==> src/rtl/osnt_snapper_pkg.sv <==
// Shared types and helpers for the per-port packet snapper.
// Latency: none, declarations only.
// Backpressure: none, declarations only.
package osnt_snapper_pkg;

  // Packet-level FSM states.
  typedef enum logic [1:0] {
    SOP  = 2'd0,
    PASS = 2'd1,
    DROP = 2'd2
  } state_t;

  // TUSER field positions.
  localparam int LEN_LO = 0;
  localparam int LEN_HI = 15;
  localparam int SRC_LO = 16;
  localparam int SRC_HI = 23;

  // Widest supported stream (1024 bits) in bytes.
  localparam int MAX_BYTES = 128;

  // Contiguous LSB-first byte enables covering nbytes, clipped to the bus width.
  function automatic logic [MAX_BYTES-1:0] keep_mask(input int nbytes, input int bytes);
    logic [MAX_BYTES-1:0] m;
    m = '0;
    for (int i = 0; i < MAX_BYTES; i++) begin
      if ((i < nbytes) && (i < bytes)) begin
        m[i] = 1'b1;
      end
    end
    return m;
  endfunction

endpackage

==> src/rtl/osnt_snapper_out_reg.sv <==
// One-entry AXI-Stream output register; the only storage on the snapper data path.
// Latency: 1 cycle from i_load to o_tvalid.
// Backpressure: entry held until i_tready; caller must load only when empty or draining.
// Ports: i_clk/i_rst (sync, active high), i_load + i_t* beat in, o_t* beat out, i_tready from downstream.
module osnt_snapper_out_reg #(
  parameter int DATA_WIDTH  = 256,
  parameter int TUSER_WIDTH = 128
) (
  input  logic                    i_clk,
  input  logic                    i_rst,
  input  logic                    i_load,
  input  logic [DATA_WIDTH-1:0]   i_tdata,
  input  logic [DATA_WIDTH/8-1:0] i_tkeep,
  input  logic [TUSER_WIDTH-1:0]  i_tuser,
  input  logic                    i_tlast,
  input  logic                    i_tready,
  output logic [DATA_WIDTH-1:0]   o_tdata,
  output logic [DATA_WIDTH/8-1:0] o_tkeep,
  output logic [TUSER_WIDTH-1:0]  o_tuser,
  output logic                    o_tlast,
  output logic                    o_tvalid
);

  logic [DATA_WIDTH-1:0]   r_tdata;
  logic [DATA_WIDTH/8-1:0] r_tkeep;
  logic [TUSER_WIDTH-1:0]  r_tuser;
  logic                    r_tlast;
  logic                    r_tvalid;

  always_ff @(posedge i_clk) begin
    if (i_rst) begin
      r_tdata  <= '0;
      r_tkeep  <= '0;
      r_tuser  <= '0;
      r_tlast  <= 1'b0;
      r_tvalid <= 1'b0;
    end else if (i_load) begin
      r_tdata  <= i_tdata;
      r_tkeep  <= i_tkeep;
      r_tuser  <= i_tuser;
      r_tlast  <= i_tlast;
      r_tvalid <= 1'b1;
    end else if (i_tready) begin
      r_tvalid <= 1'b0;
    end
  end

  assign o_tdata  = r_tdata;
  assign o_tkeep  = r_tkeep;
  assign o_tuser  = r_tuser;
  assign o_tlast  = r_tlast;
  assign o_tvalid = r_tvalid;

endmodule

==> src/rtl/osnt_sume_packet_snapper.sv <==
// Truncates each AXI-Stream packet to a per-source-port snap length, rewriting TKEEP and TUSER length.
// Latency: 1 cycle (single output register stage).
// Backpressure: s_axis_tready follows output-register space; beats being dropped are always accepted.
// Ports: axi_aclk/axi_reset (sync, active high); s_axis_* in; m_axis_* out; cut_en, snap_len (per port),
//        stat_clr config. Optional build macro OSNT_SNAPPER_STATS_EN adds pkt_in_cnt/pkt_out_cnt/pkt_cut_cnt.
module osnt_sume_packet_snapper
  import osnt_snapper_pkg::*;
#(
  parameter int DATA_WIDTH  = 256,
  parameter int TUSER_WIDTH = 128,
  parameter int NUM_PORTS   = 8,
  parameter int LEN_WIDTH   = 16
) (
  input  logic                           axi_aclk,
  input  logic                           axi_reset,
  input  logic [DATA_WIDTH-1:0]          s_axis_tdata,
  input  logic [DATA_WIDTH/8-1:0]        s_axis_tkeep,
  input  logic [TUSER_WIDTH-1:0]         s_axis_tuser,
  input  logic                           s_axis_tvalid,
  output logic                           s_axis_tready,
  input  logic                           s_axis_tlast,
  output logic [DATA_WIDTH-1:0]          m_axis_tdata,
  output logic [DATA_WIDTH/8-1:0]        m_axis_tkeep,
  output logic [TUSER_WIDTH-1:0]         m_axis_tuser,
  output logic                           m_axis_tvalid,
  input  logic                           m_axis_tready,
  output logic                           m_axis_tlast,
  input  logic                           cut_en,
  input  logic [NUM_PORTS*LEN_WIDTH-1:0] snap_len,
  input  logic                           stat_clr
`ifdef OSNT_SNAPPER_STATS_EN
  ,
  output logic [31:0]                    pkt_in_cnt,
  output logic [31:0]                    pkt_out_cnt,
  output logic [31:0]                    pkt_cut_cnt
`endif
);

  localparam int BYTES = DATA_WIDTH / 8;
  localparam int LEN_F = LEN_HI - LEN_LO + 1;

  state_t                 r_state;
  state_t                 w_state_nxt;
  logic [LEN_WIDTH-1:0]   r_byte_cnt;
  logic [LEN_WIDTH-1:0]   r_eff_len;

  logic                   w_acc;
  logic                   w_load;
  logic                   w_cut;
  logic                   w_port_vld;
  logic [2:0]             w_port_idx;
  logic [LEN_WIDTH-1:0]   w_snap_sel;
  logic [LEN_WIDTH-1:0]   w_eff_len;
  logic [LEN_WIDTH-1:0]   w_cnt;
  logic [LEN_WIDTH-1:0]   w_cnt_sat;
  logic [LEN_WIDTH-1:0]   w_cut_len;
  logic [LEN_WIDTH-1:0]   w_pkt_len;
  logic [LEN_WIDTH:0]     w_beat_bytes;
  logic [LEN_WIDTH:0]     w_sum_full;
  logic [LEN_WIDTH:0]     w_sum_last;
  logic [MAX_BYTES-1:0]   w_mask_full;
  logic [BYTES-1:0]       w_out_keep;
  logic                   w_out_last;
  logic [TUSER_WIDTH-1:0] w_out_user;

  assign s_axis_tready = (r_state == DROP) | ~m_axis_tvalid | m_axis_tready;
  assign w_acc         = s_axis_tvalid & s_axis_tready;

  // Lowest set source-port bit wins.
  always_comb begin
    w_port_vld = 1'b0;
    w_port_idx = '0;
    for (int i = SRC_HI - SRC_LO; i >= 0; i--) begin
      if (s_axis_tuser[SRC_LO + i]) begin
        w_port_vld = 1'b1;
        w_port_idx = 3'(i);
      end
    end
  end

  // Ports without a table entry fall through with zero, i.e. never cut.
  always_comb begin
    w_snap_sel = '0;
    for (int i = 0; i < NUM_PORTS; i++) begin
      if (w_port_vld && (w_port_idx == 3'(i))) begin
        w_snap_sel = snap_len[i*LEN_WIDTH +: LEN_WIDTH];
      end
    end
  end

  always_comb begin
    w_beat_bytes = '0;
    for (int i = 0; i < BYTES; i++) begin
      w_beat_bytes = w_beat_bytes + (LEN_WIDTH+1)'(s_axis_tkeep[i]);
    end
  end

  // On the SOP beat the live config applies; later beats use the value latched at SOP.
  assign w_eff_len  = (r_state == SOP) ? (cut_en ? w_snap_sel : '0) : r_eff_len;
  assign w_cnt      = (r_state == SOP) ? '0 : r_byte_cnt;
  assign w_pkt_len  = LEN_WIDTH'(s_axis_tuser[LEN_HI:LEN_LO]);

  // Sums kept one bit wider so the comparison stays correct near the saturation point.
  assign w_sum_full = {1'b0, w_cnt} + (LEN_WIDTH+1)'(BYTES);
  assign w_sum_last = {1'b0, w_cnt} + w_beat_bytes;
  assign w_cnt_sat  = w_sum_full[LEN_WIDTH] ? '1 : w_sum_full[LEN_WIDTH-1:0];

  // Non-final beats are full, so only the final beat needs its real byte count.
  assign w_cut = (r_state != DROP) && (w_eff_len != '0) &&
                 (s_axis_tlast ? (w_sum_last >  {1'b0, w_eff_len})
                               : (w_sum_full >= {1'b0, w_eff_len}));

  // Never cut before the current beat, so this difference is always in 1..BYTES.
  assign w_cut_len   = w_eff_len - w_cnt;
  assign w_mask_full = keep_mask(int'(w_cut_len), BYTES);

  // FSM: state register.
  always_ff @(posedge axi_aclk) begin
    if (axi_reset) begin
      r_state <= SOP;
    end else begin
      r_state <= w_state_nxt;
    end
  end

  // FSM: next state.
  always_comb begin
    w_state_nxt = r_state;
    if (w_acc) begin
      if (s_axis_tlast) begin
        w_state_nxt = SOP;
      end else if ((r_state == DROP) || w_cut) begin
        w_state_nxt = DROP;
      end else begin
        w_state_nxt = PASS;
      end
    end
  end

  // FSM: outputs.
  always_comb begin
    w_load     = w_acc && (r_state != DROP);
    w_out_keep = s_axis_tkeep;
    w_out_last = s_axis_tlast;
    w_out_user = s_axis_tuser;
    if (w_cut) begin
      w_out_keep = w_mask_full[BYTES-1:0];
      w_out_last = 1'b1;
    end
    // The header length tells at SOP whether this packet will be cut.
    if ((r_state == SOP) && (w_eff_len != '0) && (w_pkt_len > w_eff_len)) begin
      w_out_user[LEN_HI:LEN_LO] = LEN_F'(w_eff_len);
    end
  end

  always_ff @(posedge axi_aclk) begin
    if (axi_reset) begin
      r_byte_cnt <= '0;
      r_eff_len  <= '0;
    end else if (w_acc) begin
      if (s_axis_tlast) begin
        r_byte_cnt <= '0;
      end else if (r_state != DROP) begin
        r_byte_cnt <= w_cnt_sat;
      end
      if (r_state == SOP) begin
        r_eff_len <= w_eff_len;
      end
    end
  end

  osnt_snapper_out_reg #(
    .DATA_WIDTH (DATA_WIDTH),
    .TUSER_WIDTH(TUSER_WIDTH)
  ) u_out_reg (
    .i_clk   (axi_aclk),
    .i_rst   (axi_reset),
    .i_load  (w_load),
    .i_tdata (s_axis_tdata),
    .i_tkeep (w_out_keep),
    .i_tuser (w_out_user),
    .i_tlast (w_out_last),
    .i_tready(m_axis_tready),
    .o_tdata (m_axis_tdata),
    .o_tkeep (m_axis_tkeep),
    .o_tuser (m_axis_tuser),
    .o_tlast (m_axis_tlast),
    .o_tvalid(m_axis_tvalid)
  );

`ifdef OSNT_SNAPPER_STATS_EN
  logic [31:0] r_pkt_in_cnt;
  logic [31:0] r_pkt_out_cnt;
  logic [31:0] r_pkt_cut_cnt;

  always_ff @(posedge axi_aclk) begin
    if (axi_reset || stat_clr) begin
      r_pkt_in_cnt  <= '0;
      r_pkt_out_cnt <= '0;
      r_pkt_cut_cnt <= '0;
    end else begin
      if (w_acc && s_axis_tlast) begin
        r_pkt_in_cnt <= r_pkt_in_cnt + 32'd1;
      end
      if (m_axis_tvalid && m_axis_tready && m_axis_tlast) begin
        r_pkt_out_cnt <= r_pkt_out_cnt + 32'd1;
      end
      if (w_acc && w_cut) begin
        r_pkt_cut_cnt <= r_pkt_cut_cnt + 32'd1;
      end
    end
  end

  assign pkt_in_cnt  = r_pkt_in_cnt;
  assign pkt_out_cnt = r_pkt_out_cnt;
  assign pkt_cut_cnt = r_pkt_cut_cnt;
`endif

  // Upper mask bits beyond the bus width and, without statistics, stat_clr have no consumer.
  logic w_unused_ok;
  assign w_unused_ok = ^{w_mask_full, stat_clr};

endmodule
==> config.mk <==
export PLATFORM = sky130hd
export DESIGN_NAME = osnt_sume_packet_snapper
export DESIGN_NICKNAME = d
export VERILOG_FILES = /design/src/rtl/osnt_snapper_pkg.sv /design/src/rtl/osnt_snapper_out_reg.sv /design/src/rtl/osnt_sume_packet_snapper.sv
export SDC_FILE = /design/constraint.sdc
export NUM_CORES = 1
export LEC_CHECK = 0
export ABC_CLOCK_PERIOD_IN_PS = 28000
export CAP_MARGIN = 10
export CORE_AREA = 2 2 374 376
export DETAILED_ROUTE_END_ITERATION = 12
export DIE_AREA = 0 0 376 378
export GPL_ROUTABILITY_DRIVEN = 0
export PLACE_DENSITY_LB_ADDON = 0.12
export SLEW_MARGIN = 10
export SYNTH_ARGS = -nofsm -noshare
export SYNTH_HDL_FRONTEND = slang
export SYNTH_HIERARCHICAL = 1
export SYNTH_SLANG_ARGS = --single-unit
==> constraint.sdc <==
create_clock -name axi_aclk -period 28 [get_ports axi_aclk]
set_input_delay 8.4 -clock axi_aclk [delete_from_list [all_inputs] [get_ports axi_aclk]]
set_output_delay 8.4 -clock axi_aclk [all_outputs]
set_load 0.01 [all_outputs]
==> summary by stage <==
Critical path
In this run the worst path has a maximum fanout of 3. The critical path in this run is classified as primary input to output pin. The critical register-to-register path startpoint is r_state[0]$_SDFFE_PP0P_. The critical path capture point type is an output pin. The register-to-register setup slack is 18.95 ns. The worst register-to-register path ends at u_out_reg/o_tkeep[4]$_SDFFE_PP0P_.

The critical path launch point type is a primary input. The arrival time of data at the critical path endpoint is 9.59 ns. The required arrival time at the worst endpoint is 19.60 ns. The cell count of the worst reg-to-reg path is 31.

Finish
The most common library cell in the layout ignoring fill and taps is clkdlybuf4s50_1. The count of nets after finishing is a little under 4,000. Relative to the synthesized area, the layout overhead comes to 62.14%. Registers take 9049 sq um. The area taken by multi-input logic gates is 11,590 sq um.

The ratio of cells with drive above 1 in the final layout is 5.498%. The fill cell total of the finished layout is around 15,000. In the layout the commonest cells are 967 x clkdlybuf4s50_1, 480 x nor2_1, 452 x dfxtp_1.

Drt
The average wire per standard cell is 22.96 um. The final wirelength is roughly 120 mm. Detailed routing inserted a total of approximately 20,000 vias.

In this run the remaining antenna-violating nets after routing total 0. The detailed router finished its first iteration with between 800 and 900 violations. The first detailed-routing pass took 5 iterations.

Using the TritonRoute via totals, the vias-per-cell ratio works out to between 3 and 4. For this run, design rule violations remaining after detail routing come to 0.

Die
The top-level port count is 970. The y dimension of the die is 378 um. The count of standard-cell rows is 137.

The starting utilization of the core area is around 16%. The core outline area is 138,500 sq um. The width of the die is 376 um.

The die covers 142,100 sq um.

Status
The flow ran to the end, and the final reports show no timing, DRC or antenna violations.

Hold path
The type of the worst min-delay path is flop to flop. The hold path endpoint is r_byte_cnt[3]$_SDFFE_PP0P_. In this run the most critical hold path is launched from r_byte_cnt[3]$_SDFFE_PP0P_. The cell depth of the worst min-delay path is 2.

Yosys
The number of nets in the synthesized netlist is 2,968. The portion of synthesized cell area occupied by the leading cell type is 41.64%. In this run the cell area of the synthesized design comes to 21,730 sq um. The number of synthesized register bits is between 400 and 500. In the synthesized netlist the dominant register cell turns out to be dfxtp_1. The share of synthesized flip-flops with an asynchronous set or reset is 0%. Ranked by total cell area, the synthesized netlist is headed by dfxtp_1 42%, mux2i_1 19%, nor2_1 8.3%. After synthesis, the mean cell area works out to roughly 9.4 sq um. The instance count of the mapped netlist is 2,311. Sequential cells were found to cover 41.64% of the synthesized design area. The cell type with the largest total area after synthesis is dfxtp_1. The number of warnings issued by yosys is 6. Yosys mapped the design onto slightly below 80 distinct sky130hd cell types. In this run, synthesis inferred 0 flip-flops with an integrated enable.

Job
Across the run, the number of max-cap violations was 0.

GRT
The wire length of the first global-routing pass is between 150 and 200 mm. Entering global routing, the biggest net connects 123 pins. The total global-route track usage is 15.74%. In the global route stage, met2 resource usage came out at 29.59%. The number of global-route vias before repair is 20,820. The number of antenna violations at the first check in global routing is between 40 and 50. The met3 capacity usage during global routing is 5.614%. The total grt overflow is 0. Global routing consumed, on the met1 layer, 16.69% of the routing resources. In this run the most used layer during global routing was met2.

STA
Headroom to the max-slew limit came out at 18.20%. On the final layout, the worst clock skew is 0.03689 ns. The shortest clock period the worst path allows after layout is 17.99 ns. The slew at the pin with the worst max-slew slack is 1.222 ns. The hold violation total from the final report was 0.

Setup repair after global routing left no endpoint under its margin. The period utilization is 64.24%. The post-route worst setup slack is 10.01 ns. The number of slew-limit violations in the final report is 0. Setup violations remaining at the end of the flow were counted as 0. The maximum clock rate is about 56 MHz.

Setup total negative slack on the finished layout was measured at 0 ns.

Clocking
After clock tree synthesis, the setup repair step added 0 buffers. The number of buffers inserted during clock tree synthesis is 60. The maximum clock path buffer count is 3. TritonCTS built the clock tree. In this run, post-CTS hold repair placed 0 buffers. The cell chosen for the clock root is clkbuf_16. The H-tree generated during clock tree synthesis spans 2 levels. The clock insertion delay at the later pin of the skew report is 0.66 ns. The clock net in this run drives a total of 452 sinks.

Clock-pin slew was measured on the worst setup and hold paths at 0.06 ns. Once the clock tree was built, the resizer swapped 0 gates to a different size.

Place
Timing analysis after detailed placement gives a worst setup slack of 10.03 ns. Buffers placed on the I/O ports in this run total between 900 and 1,000. Once detailed placement completed, the half-perimeter wirelength came to 92.22 mm.

Power and ir drop
The leakage power is 14.11 nW. The power per cell area is around 63 nW/um^2. VDD sags by at most around 0.045 mV.
## per-layer routing
metal	up-vias	part of all wire, %
li1	9825	-
met1	9413	37
met2	609	52
met3	193	7.8
met4	8	2.4
met5	-	0.049
## worst max path at each step
stage / startpoint / to / slack (ns) / cells after the start
after floorplan: m_axis_tready / s_axis_tready / 10.99 / 1
after global placement: m_axis_tready / s_axis_tready / 10.02 / 3
after detailed placement: m_axis_tready / s_axis_tready / 10.03 / 3
after CTS: m_axis_tready / s_axis_tready / 10.02 / 3
after global routing: m_axis_tready / s_axis_tready / 9.96 / 3
final: m_axis_tready / s_axis_tready / 10.01 / 3
## synthesized netlist by cell type, types with 7 or more instances
cell	count
a211o_1	8
a21o_1	21
a21oi_1	76
a2bb2oi_1	22
a2bb2oi_2	10
a31oi_1	15
and2_1	9
buf_1	7
buf_2	19
buf_4	40
buf_6	9
clkbuf_1	70
dfxtp_1	452
fa_1	27
ha_1	79
inv_1	84
mux2_2	22
mux2i_1	422
nand2_1	106
nand2b_1	18
nand3_1	29
nand4_1	10
nor2_1	481
nor2b_1	15
nor3_1	23
nor4_1	8
o211ai_1	9
o21a_1	7
o21ai_0	65
o221ai_1	9
o31ai_1	14
or2_2	8
xnor2_1	16
xor2_1	13
## layout make-up
class | instances | area share, %
Antenna cell | 6 | 0.04261
Clock buffer | 84 | 4.858
Clock inverter | 23 | 0.9445
Inverter | 85 | 0.9055
Multi-Input combinational cell | 1629 | 32.90
Sequential cell | 452 | 25.68
Tap cell | 1807 | 6.416
Timing Repair Buffer | 1001 | 28.25
## critical path, stage by stage
cell,delay [ns]
clkdlybuf4s50_1,0.47
nand3b_1,0.14
clkdlybuf4s50_1,0.58
## state kept, by name (all words and copies together), names as in the netlist
register            count
u_out_reg/o_tvalid      1
r_eff_len              16
u_out_reg/o_tdata     256
u_out_reg/o_tlast       1
r_state                 2
u_out_reg/o_tkeep      32
u_out_reg/o_tuser     128
r_byte_cnt             16
## where the power goes
group | internal (W) | switching, W | leakage (nW)
Clock | 0.000481 | 0.000332 | 1.00
Sequential | 0.000692 | 0.0000271 | 3.72
Combinational | 0.000340 | 0.000342 | 9.39
Total | 0.00151 | 0.000701 | 14.1
## stage by stage
stage	utilization [%]	instances	cell area (sq um)	hold WS (ns)	total power [W]
floorplan	-	2311	21730	0.4366	0.001110
global placement	23.95	4974	33180	0.4439	0.001434
detailed placement	23.95	4974	33180	0.4477	0.001428
CTS	25.43	5081	35220	0.4579	0.002271
global route	25.44	5085	35230	0.4724	0.002356
finish	25.44	5087	35240	0.4579	0.002214
## cells by family (layout without fill, tap and decap cells)
kind of cell               Yosys count  in the layout  share of synthesized area (%)
xor gates and xnor gates            29             29                          1.169
other                                0              6                              0
adders and majority gates          106            106                          7.036
and+or+nand+nor                    735            735                          14.38
buffers and inverters              230           1193                          5.084
DFF                                452            452                          41.64
muxes                              445            445                          20.63
AOI/OAI and AO/OA                  314            314                          10.06
Note: power is estimated with default switching activity, not from simulation.
